File: config.mk
export PLATFORM = sky130hd
export DESIGN_NAME = apb_master_flat
export DESIGN_NICKNAME = d
export VERILOG_FILES = /design/src/rtl/apb_master_if.sv /design/src/rtl/apb_master.sv /design/src/flat_wrapper.sv
export SDC_FILE = /design/constraint.sdc
export NUM_CORES = 1
export LEC_CHECK = 0
export ABC_CLOCK_PERIOD_IN_PS = 4750
export CAP_MARGIN = 25
export CORE_MARGIN = 10
export CORE_UTILIZATION = 40
export DETAILED_ROUTE_END_ITERATION = 8
export PLACE_DENSITY = 0.83
export RECOVER_POWER = 50
export SETUP_SLACK_MARGIN = 0.4
export SYNTH_ARGS = -nofsm -noshare
export SYNTH_HDL_FRONTEND = slang
export SYNTH_SLANG_ARGS = --single-unit
File: constraint.sdc
create_clock -name clk -period 4.75 [get_ports clk]
set_input_delay 0.95 -clock clk [delete_from_list [all_inputs] [get_ports clk]]
set_output_delay 0.95 -clock clk [all_outputs]
set_load 0.02 [all_outputs]
File: src/rtl/apb_master_if.sv
// Command/response handshake plus APB master-side signals for apb_master.
interface apb_master_if #(
  parameter int ADDR_W = 32,
  parameter int DATA_W = 32
);
  logic              req_valid;
  logic              req_ready;
  logic              req_write;
  logic [ADDR_W-1:0] req_addr;
  logic [DATA_W-1:0] req_wdata;
  logic              rsp_valid;
  logic              rsp_ready;
  logic [DATA_W-1:0] rsp_rdata;
  logic              rsp_err;
  logic [ADDR_W-1:0] PADDR;
  logic [DATA_W-1:0] PWDATA;
  logic              PWRITE;
  logic              PSELx;
  logic              PENABLE;
  logic [DATA_W-1:0] PRDATA;
  logic              PREADY;

  modport master (
    input  req_valid, req_write, req_addr, req_wdata, rsp_ready, PRDATA, PREADY,
    output req_ready, rsp_valid, rsp_rdata, rsp_err, PADDR, PWDATA, PWRITE, PSELx, PENABLE
  );

  modport slave (
    output req_valid, req_write, req_addr, req_wdata, rsp_ready, PRDATA, PREADY,
    input  req_ready, rsp_valid, rsp_rdata, rsp_err, PADDR, PWDATA, PWRITE, PSELx, PENABLE
  );
endinterface

File: src/rtl/apb_master.sv
// Single-outstanding APB master: one command in, one APB transfer, one response out,
// with a wait-state timeout that aborts a transfer whose slave never raises PREADY.
module apb_master #(
  parameter int ADDR_W  = 32,
  parameter int DATA_W  = 32,
  parameter int TIMEOUT = 255
) (
  input  logic         clk,
  input  logic         reset,
  apb_master_if.master bus
);
  typedef enum logic [1:0] {IDLE, SETUP, ACCESS, RESP} state_e;

  localparam logic [15:0] TMO = 16'(TIMEOUT);

  state_e            state_q;
  logic              req_ready_q;
  logic              rsp_valid_q;
  logic              rsp_err_q;
  logic [DATA_W-1:0] rsp_rdata_q;
  logic [ADDR_W-1:0] paddr_q;
  logic [DATA_W-1:0] pwdata_q;
  logic              pwrite_q;
  logic              psel_q;
  logic              penable_q;
  logic [15:0]       wait_q;
  logic [15:0]       wait_d;

  assign wait_d = wait_q + 16'd1;

  always_ff @(posedge clk) begin
    if (reset) begin
      state_q     <= IDLE;
      req_ready_q <= 1'b0;
      rsp_valid_q <= 1'b0;
      rsp_err_q   <= 1'b0;
      rsp_rdata_q <= '0;
      paddr_q     <= '0;
      pwdata_q    <= '0;
      pwrite_q    <= 1'b0;
      psel_q      <= 1'b0;
      penable_q   <= 1'b0;
      wait_q      <= '0;
    end else begin
      case (state_q)
        IDLE: begin
          // req_ready rises one cycle after reset or a consumed response
          req_ready_q <= 1'b1;
          if (bus.req_valid && req_ready_q) begin
            req_ready_q <= 1'b0;
            paddr_q     <= bus.req_addr;
            pwdata_q    <= bus.req_wdata;
            pwrite_q    <= bus.req_write;
            psel_q      <= 1'b1;
            wait_q      <= '0;
            state_q     <= SETUP;
          end
        end
        SETUP: begin
          penable_q <= 1'b1;
          state_q   <= ACCESS;
        end
        ACCESS: begin
          // PREADY is checked first so a ready in the timeout cycle still completes
          if (bus.PREADY) begin
            psel_q      <= 1'b0;
            penable_q   <= 1'b0;
            rsp_valid_q <= 1'b1;
            rsp_err_q   <= 1'b0;
            rsp_rdata_q <= pwrite_q ? '0 : bus.PRDATA;
            state_q     <= RESP;
          end else if (wait_q == TMO) begin
            psel_q      <= 1'b0;
            penable_q   <= 1'b0;
            rsp_valid_q <= 1'b1;
            rsp_err_q   <= 1'b1;
            rsp_rdata_q <= '0;
            state_q     <= RESP;
          end else begin
            wait_q <= wait_d;
          end
        end
        RESP: begin
          if (bus.rsp_ready) begin
            rsp_valid_q <= 1'b0;
            req_ready_q <= 1'b1;
            state_q     <= IDLE;
          end
        end
        default: state_q <= IDLE;
      endcase
    end
  end

  assign bus.req_ready = req_ready_q;
  assign bus.rsp_valid = rsp_valid_q;
  assign bus.rsp_rdata = rsp_rdata_q;
  assign bus.rsp_err   = rsp_err_q;
  assign bus.PADDR     = paddr_q;
  assign bus.PWDATA    = pwdata_q;
  assign bus.PWRITE    = pwrite_q;
  assign bus.PSELx     = psel_q;
  assign bus.PENABLE   = penable_q;
endmodule

File: src/flat_wrapper.sv
// flat-port wrapper written by rule: the top's interface ports become plain ports
module apb_master_flat 
#(
  parameter int ADDR_W  = 32,
  parameter int DATA_W  = 32,
  parameter int TIMEOUT = 255
)
  (clk, reset, bus_req_valid, bus_req_write, bus_req_addr, bus_req_wdata, bus_rsp_ready, bus_PRDATA, bus_PREADY, bus_req_ready, bus_rsp_valid, bus_rsp_rdata, bus_rsp_err, bus_PADDR, bus_PWDATA, bus_PWRITE, bus_PSELx, bus_PENABLE);
  apb_master_if #(.ADDR_W(ADDR_W), .DATA_W(DATA_W)) bus_i ();
  input  logic clk;
  input  logic reset;
  input wire logic [$bits(bus_i.req_valid)-1:0] bus_req_valid;
  input wire logic [$bits(bus_i.req_write)-1:0] bus_req_write;
  input wire logic [$bits(bus_i.req_addr)-1:0] bus_req_addr;
  input wire logic [$bits(bus_i.req_wdata)-1:0] bus_req_wdata;
  input wire logic [$bits(bus_i.rsp_ready)-1:0] bus_rsp_ready;
  input wire logic [$bits(bus_i.PRDATA)-1:0] bus_PRDATA;
  input wire logic [$bits(bus_i.PREADY)-1:0] bus_PREADY;
  output wire logic [$bits(bus_i.req_ready)-1:0] bus_req_ready;
  output wire logic [$bits(bus_i.rsp_valid)-1:0] bus_rsp_valid;
  output wire logic [$bits(bus_i.rsp_rdata)-1:0] bus_rsp_rdata;
  output wire logic [$bits(bus_i.rsp_err)-1:0] bus_rsp_err;
  output wire logic [$bits(bus_i.PADDR)-1:0] bus_PADDR;
  output wire logic [$bits(bus_i.PWDATA)-1:0] bus_PWDATA;
  output wire logic [$bits(bus_i.PWRITE)-1:0] bus_PWRITE;
  output wire logic [$bits(bus_i.PSELx)-1:0] bus_PSELx;
  output wire logic [$bits(bus_i.PENABLE)-1:0] bus_PENABLE;
  assign bus_i.req_valid = bus_req_valid;
  assign bus_i.req_write = bus_req_write;
  assign bus_i.req_addr = bus_req_addr;
  assign bus_i.req_wdata = bus_req_wdata;
  assign bus_i.rsp_ready = bus_rsp_ready;
  assign bus_i.PRDATA = bus_PRDATA;
  assign bus_i.PREADY = bus_PREADY;
  assign bus_req_ready = bus_i.req_ready;
  assign bus_rsp_valid = bus_i.rsp_valid;
  assign bus_rsp_rdata = bus_i.rsp_rdata;
  assign bus_rsp_err = bus_i.rsp_err;
  assign bus_PADDR = bus_i.PADDR;
  assign bus_PWDATA = bus_i.PWDATA;
  assign bus_PWRITE = bus_i.PWRITE;
  assign bus_PSELx = bus_i.PSELx;
  assign bus_PENABLE = bus_i.PENABLE;
  apb_master #(.ADDR_W(ADDR_W), .DATA_W(DATA_W), .TIMEOUT(TIMEOUT)) u_core (.clk(clk), .reset(reset), .bus(bus_i));
endmodule
======== Yosys cells after proc, flatten, opt, wreduce, memory -nomap -nowiden ========
Index checks and enable logic that the tools add are counted.
operators by class
  add/sub/neg operators ................... 1
  multiply operators ...................... 0
  divide/modulo/power cells ............... 0
  order comparisons ....................... 0
  equal/unequal tests ..................... 9
  shift operators ......................... 0
  mux-type cells .......................... 25
  bitwise logic cells ..................... 0
  reductions and logical operators ........ 15
operators with widths
  kind                     count
  $mux W32                 3
  $mux W16                 3
  $pmux W16 S2             1
  $add A16 B1 Y16 const B  1
  $eq A16 B8 Y1 const B    1
  $reduce_bool A2 Y1       5
  $mux W1                  9
  $reduce_and A3 Y1        3
  $mux W2                  4
  $pmux W1 S2              4
  $pmux W2 S4              1
  $reduce_and A2 Y1        4
  $ne A2 B2 Y1 const B     3
  $eq A2 B2 Y1 const B     2
  $reduce_and A4 Y1        1
  $ne A3 B2 Y1 const B     1
  $eq A2 B1 Y1 const B     1
  $logic_not A2 Y1         1
  $ne A2 B1 Y1 const B     1
  $logic_and A1 B1 Y1      1
word-level totals
  register bits ........................... 120
  bits in latches ......................... 0
  bits in writable memories ............... 0
  memory bits (read-only) ................. 0
  input bits .............................. 102
  word-level logic and storage cells ...... 61
  memories ................................ 0

======== Depth between registers and ports, before layout ========
  depth after elaboration ................. 4
  mapped depth ............................ 9
  depth with buffers taken out ............ 7

======== Worst setup path before layout ========
Ideal clock, no wire load.
  path kind ............................... input-to-reg
  start ................................... in bus_req_valid
  end ..................................... reg u_core.wait_q[13]
  setup time .............................. 0.101 ns
  arrival ................................. 2.107 ns
  path slack .............................. 2.543 ns
  stages on the path ...................... 7
  path buffers ............................ 2
  cells stage by stage .................... and3_1 clkbuf_1 o21ai_1 nor3_2 nand2_1 buf_2 o41ai_1
between the ends
  longest elaborated chain between the ends .. 3
RTL lines
  element                      RTL line            source
  start, declared              flat_wrapper.sv:12  input wire logic [$bits(bus_i.req_valid)-1:0] bus_req_valid;
  $logic_and A1 B1 Y1          apb_master.sv:49    if (bus.req_valid && req_ready_q) begin
  $ne A2 B1 Y1 (no line)       --
  $reduce_and A4 Y1 (no line)  --
  end signal, assigned         apb_master.sv:80    wait_q <= wait_d;
  end, declared                apb_master.sv:26    logic [15:0] wait_q;
No other way between the ends.
A chain may end at the register's enable or synchronous reset.

======== Worst setup path after layout ========
  start ................................... in bus_req_valid
  end ..................................... reg u_core.pwdata_q[4] (netlist: u_core.bus.PWDATA[4])
between the ends
  longest elaborated chain between the ends .. 2
RTL lines
  element                      RTL line          source
  $logic_and A1 B1 Y1          apb_master.sv:49
  $reduce_and A2 Y1 (no line)  --
  end signal, assigned         apb_master.sv:52  pwdata_q <= bus.req_wdata;
  end, declared                apb_master.sv:22  logic [DATA_W-1:0] pwdata_q;
No other way between the ends.

==> results.toml <==
[status]
status = "finished with violations"
failed_checks = "capacitance limit, slew limit"

[logic_synthesis]
netlist_area_um2 = 4420
synthSimpleGateAreaFrac = 0.180
synthXorXnorAreaFrac = 0
synth-edff-count = 0
synth_cell_types = 40
synthCells = 512
syn_nets = 619
ys.flop_type = "dfxtp_1"
synth_warnings = 0
ys_ff_latch = 120
synth_mux_area_frac = 0.00227
synth_top_family_by_area = "compound AO/OA/AOI/OAI gates"
synth_compound_area_frac = 0.216
synth_fa_ha_area_frac = 0.0142
ys_seq_area_frac = 0.544
syn_avg_cell_area_um2 = 8.63
synthArstFlopShare = 0

[sta]
finalMaxSlewViolations = 92
setup_violations = 0
hold_slack_ns = 0.450
finalCritPeriodShare = 0.748
clock_skew_ns = 0.00657
tightest_slew_ns = 2.16
rsz0062_at_grt = "no"
hold_violations = 0
max_freq_mhz = 281
min_period_ns = 3.56
slew_headroom = -0.437
tns_ns = 0

[clocking]
cts_tree = "done"
clkLatencyLatePin_ns = 0.52
cts_resized = 0
holdBufCountCts = 0
numCtsBuffers = 17
path_clk_slew_ns = 0.06
cts_max_level = 4
cts_root_buf = "clkbuf_8"
postCtsSetupBuffers = 0
clock_path_buffers = 2
numClockSinks = 120

[min_path]
hold_class = "flip-flop to flip-flop"

[power_and_ir_drop]
clkPwrFrac = 0.374
combPwrFrac = 0.266
swShare = 0.300
p_sw_uw = 999
leakage_uw = 0.00254
intPower_uw = 2330
peakVddDrop_v = 0.000336
powerDensity_nw_per_um2 = 471
seq_power_share = 0.360

[run]
drv_cap = 2

[routing]
drc = 0
post_drt_wl_per_cell_um = 17.1
via_per_inst = 5.25
dr.first_iter.drc_count = 309
postRouteAntennaNets = 0
drt-pass1-iter-count = 9
vias = 4486
wirelength_mm = 14.6

[cells_and_area]
final-seq-area_um2 = 2400
drive_above_1_share = 0.0504
nNetsFinal = 808
area_growth_pct = 60.0
n_fill_cell = 871
multi_input_area_um2 = 1830

[worst_setup_path]
slowest_delay_ns = 1.32
critPathKind = "input port to flip-flop"
cp_data_arrival_time_ns = 4.00
start_kind = "input port"
cp_max_fo = 42
cp.required_ns = 5.20
cpLargestDelayFamily = "buffers and inverters"
crit_path_end_kind = "flip-flop"
crit_chain = "clkdlybuf4s50_1, and3_1, clkbuf_1, nand2_1, a21oi_1"
cp_slowest_cell = "clkbuf_1"
worst-path-buf-inv = 2

[die]
dieWidth_um = 125
start_util = 0.408
core_area_um2 = 10800
die_y_um = 125
rows = 38
dieArea_um2 = 15600
io_pins = 204

[global_routing]
antenna_found_initial = 1
grt_pass1_vias = 4448
grt.busiest_layer = "met2"
gr-usage-met1 = 0.188
grt.overflow.total = 0
grt_util_met2 = 0.308
grt_start_max_net_pins = 66
met3_usage = 0.0811
grt_pass1_wl_mm = 23.1
track_usage = 0.180

[placement]
portBuffers = 203
gp_congestion = 0.890
dp_hpwl_mm = 10.7
[power groups by stage]
stage | clock network, uW | registers [uW] | logic, uW
after floorplan | 0 | 1360 | 341
after global placement | 0 | 1210 | 869
after detailed placement | 0 | 1220 | 898
after CTS | 1270 | 1200 | 905
after global routing | 1310 | 1220 | 958
final | 1250 | 1200 | 886
[per-layer routing]
layer,vias to the layer above,share of wire
met3,38,0.094
met2,226,0.50
met5,-,0
met1,2062,0.38
met4,0,0.025
li1,2160,-
[cell families after synthesis]
kind of cell,after synthesis
mux,1
compound gates,152
flops,120
buf+inv,45
simple gates,189
fa+ha+maj,5
[synth_stat cells (6+ instances only)]
master | count | area [um^2]
nand2_1 | 144 | 541
o31ai_1 | 7 | 52.6
o21ai_1 | 10 | 50.1
nand3_1 | 10 | 50.1
o21ai_0 | 7 | 35.0
dfxtp_1 | 120 | 2400
a22o_1 | 32 | 280
inv_1 | 7 | 26.3
clkbuf_1 | 25 | 93.8
a21oi_1 | 76 | 380
buf_2 | 6 | 30.0
nor2_1 | 14 | 52.6
[worst min-delay path: stages (launching register included)]
cell     delay [ns]
dfxtp_1        0.30
nand2_1        0.05
a21oi_1        0.05
[stage by stage]
| stage | utilization | power, uW | cells | area [um^2] | worst slack [ns] |
|---|---|---|---|---|---|
| 6_report | 0.652 | 3330 | 855 | 7070 | 1.19 |
| 3_3_place_gp | 0.599 | 2080 | 821 | 6500 | 1.57 |
| 4_1_cts | 0.655 | 3380 | 854 | 7100 | 1.98 |
| 2_1_floorplan | - | 1700 | 512 | 4420 | 2.54 |
| 3_5_place_dp | 0.601 | 2120 | 822 | 6510 | 1.40 |
| 5_1_grt | 0.652 | 3490 | 854 | 7070 | 0.903 |
[final cells by class]
class / count / share of cell area
antenna: 1 / 0.000354
clock buffer: 25 / 0.0699
clock inverter: 7 / 0.0127
inverter: 7 / 0.00372
multi-input combinational: 347 / 0.258
sequential: 120 / 0.340
tap: 140 / 0.0248
timing repair buffer: 208 / 0.290
[path summary, 6_finish.rpt]
kind         depth (start not counted)            startpoint  slack, ns                    to
max                                  5         bus_req_valid       1.19  u_core.bus.PWDATA[4]
max reg2reg                          6     u_core.state_q[1]       1.39  u_core.bus.PWDATA[4]
min                                  2  u_core.bus.PWDATA[3]       0.45  u_core.bus.PWDATA[3]
min reg2reg                          2  u_core.bus.PWDATA[3]       0.45  u_core.bus.PWDATA[3]
[registers in the layout, indices dropped and copies added, names as in the netlist]
name,flops
u_core.bus.rsp_err,1
u_core.bus.rsp_rdata,32
u_core.bus.PSELx,1
u_core.state_q,2
u_core.bus.PWRITE,1
u_core.bus.req_ready,1
u_core.wait_q,16
u_core.bus.PWDATA,32
u_core.bus.PADDR,32
u_core.bus.rsp_valid,1
u_core.bus.PENABLE,1
[placed cells by master, fill, tap and decap left out, types with 7 or more instances in the layout]
cell type	netlist	routed
clkdlybuf4s50_1	0	197
clkbuf_16	0	16
nand2_1	144	144
o21ai_1	10	9
inv_1	7	7
o21ai_0	7	8
dfxtp_1	120	120
o31ai_1	7	7
a21oi_1	76	76
nor2_1	14	14
a22o_1	32	32
nand3_1	10	10
No activity file was read; power rests on OpenSTA's default activity.
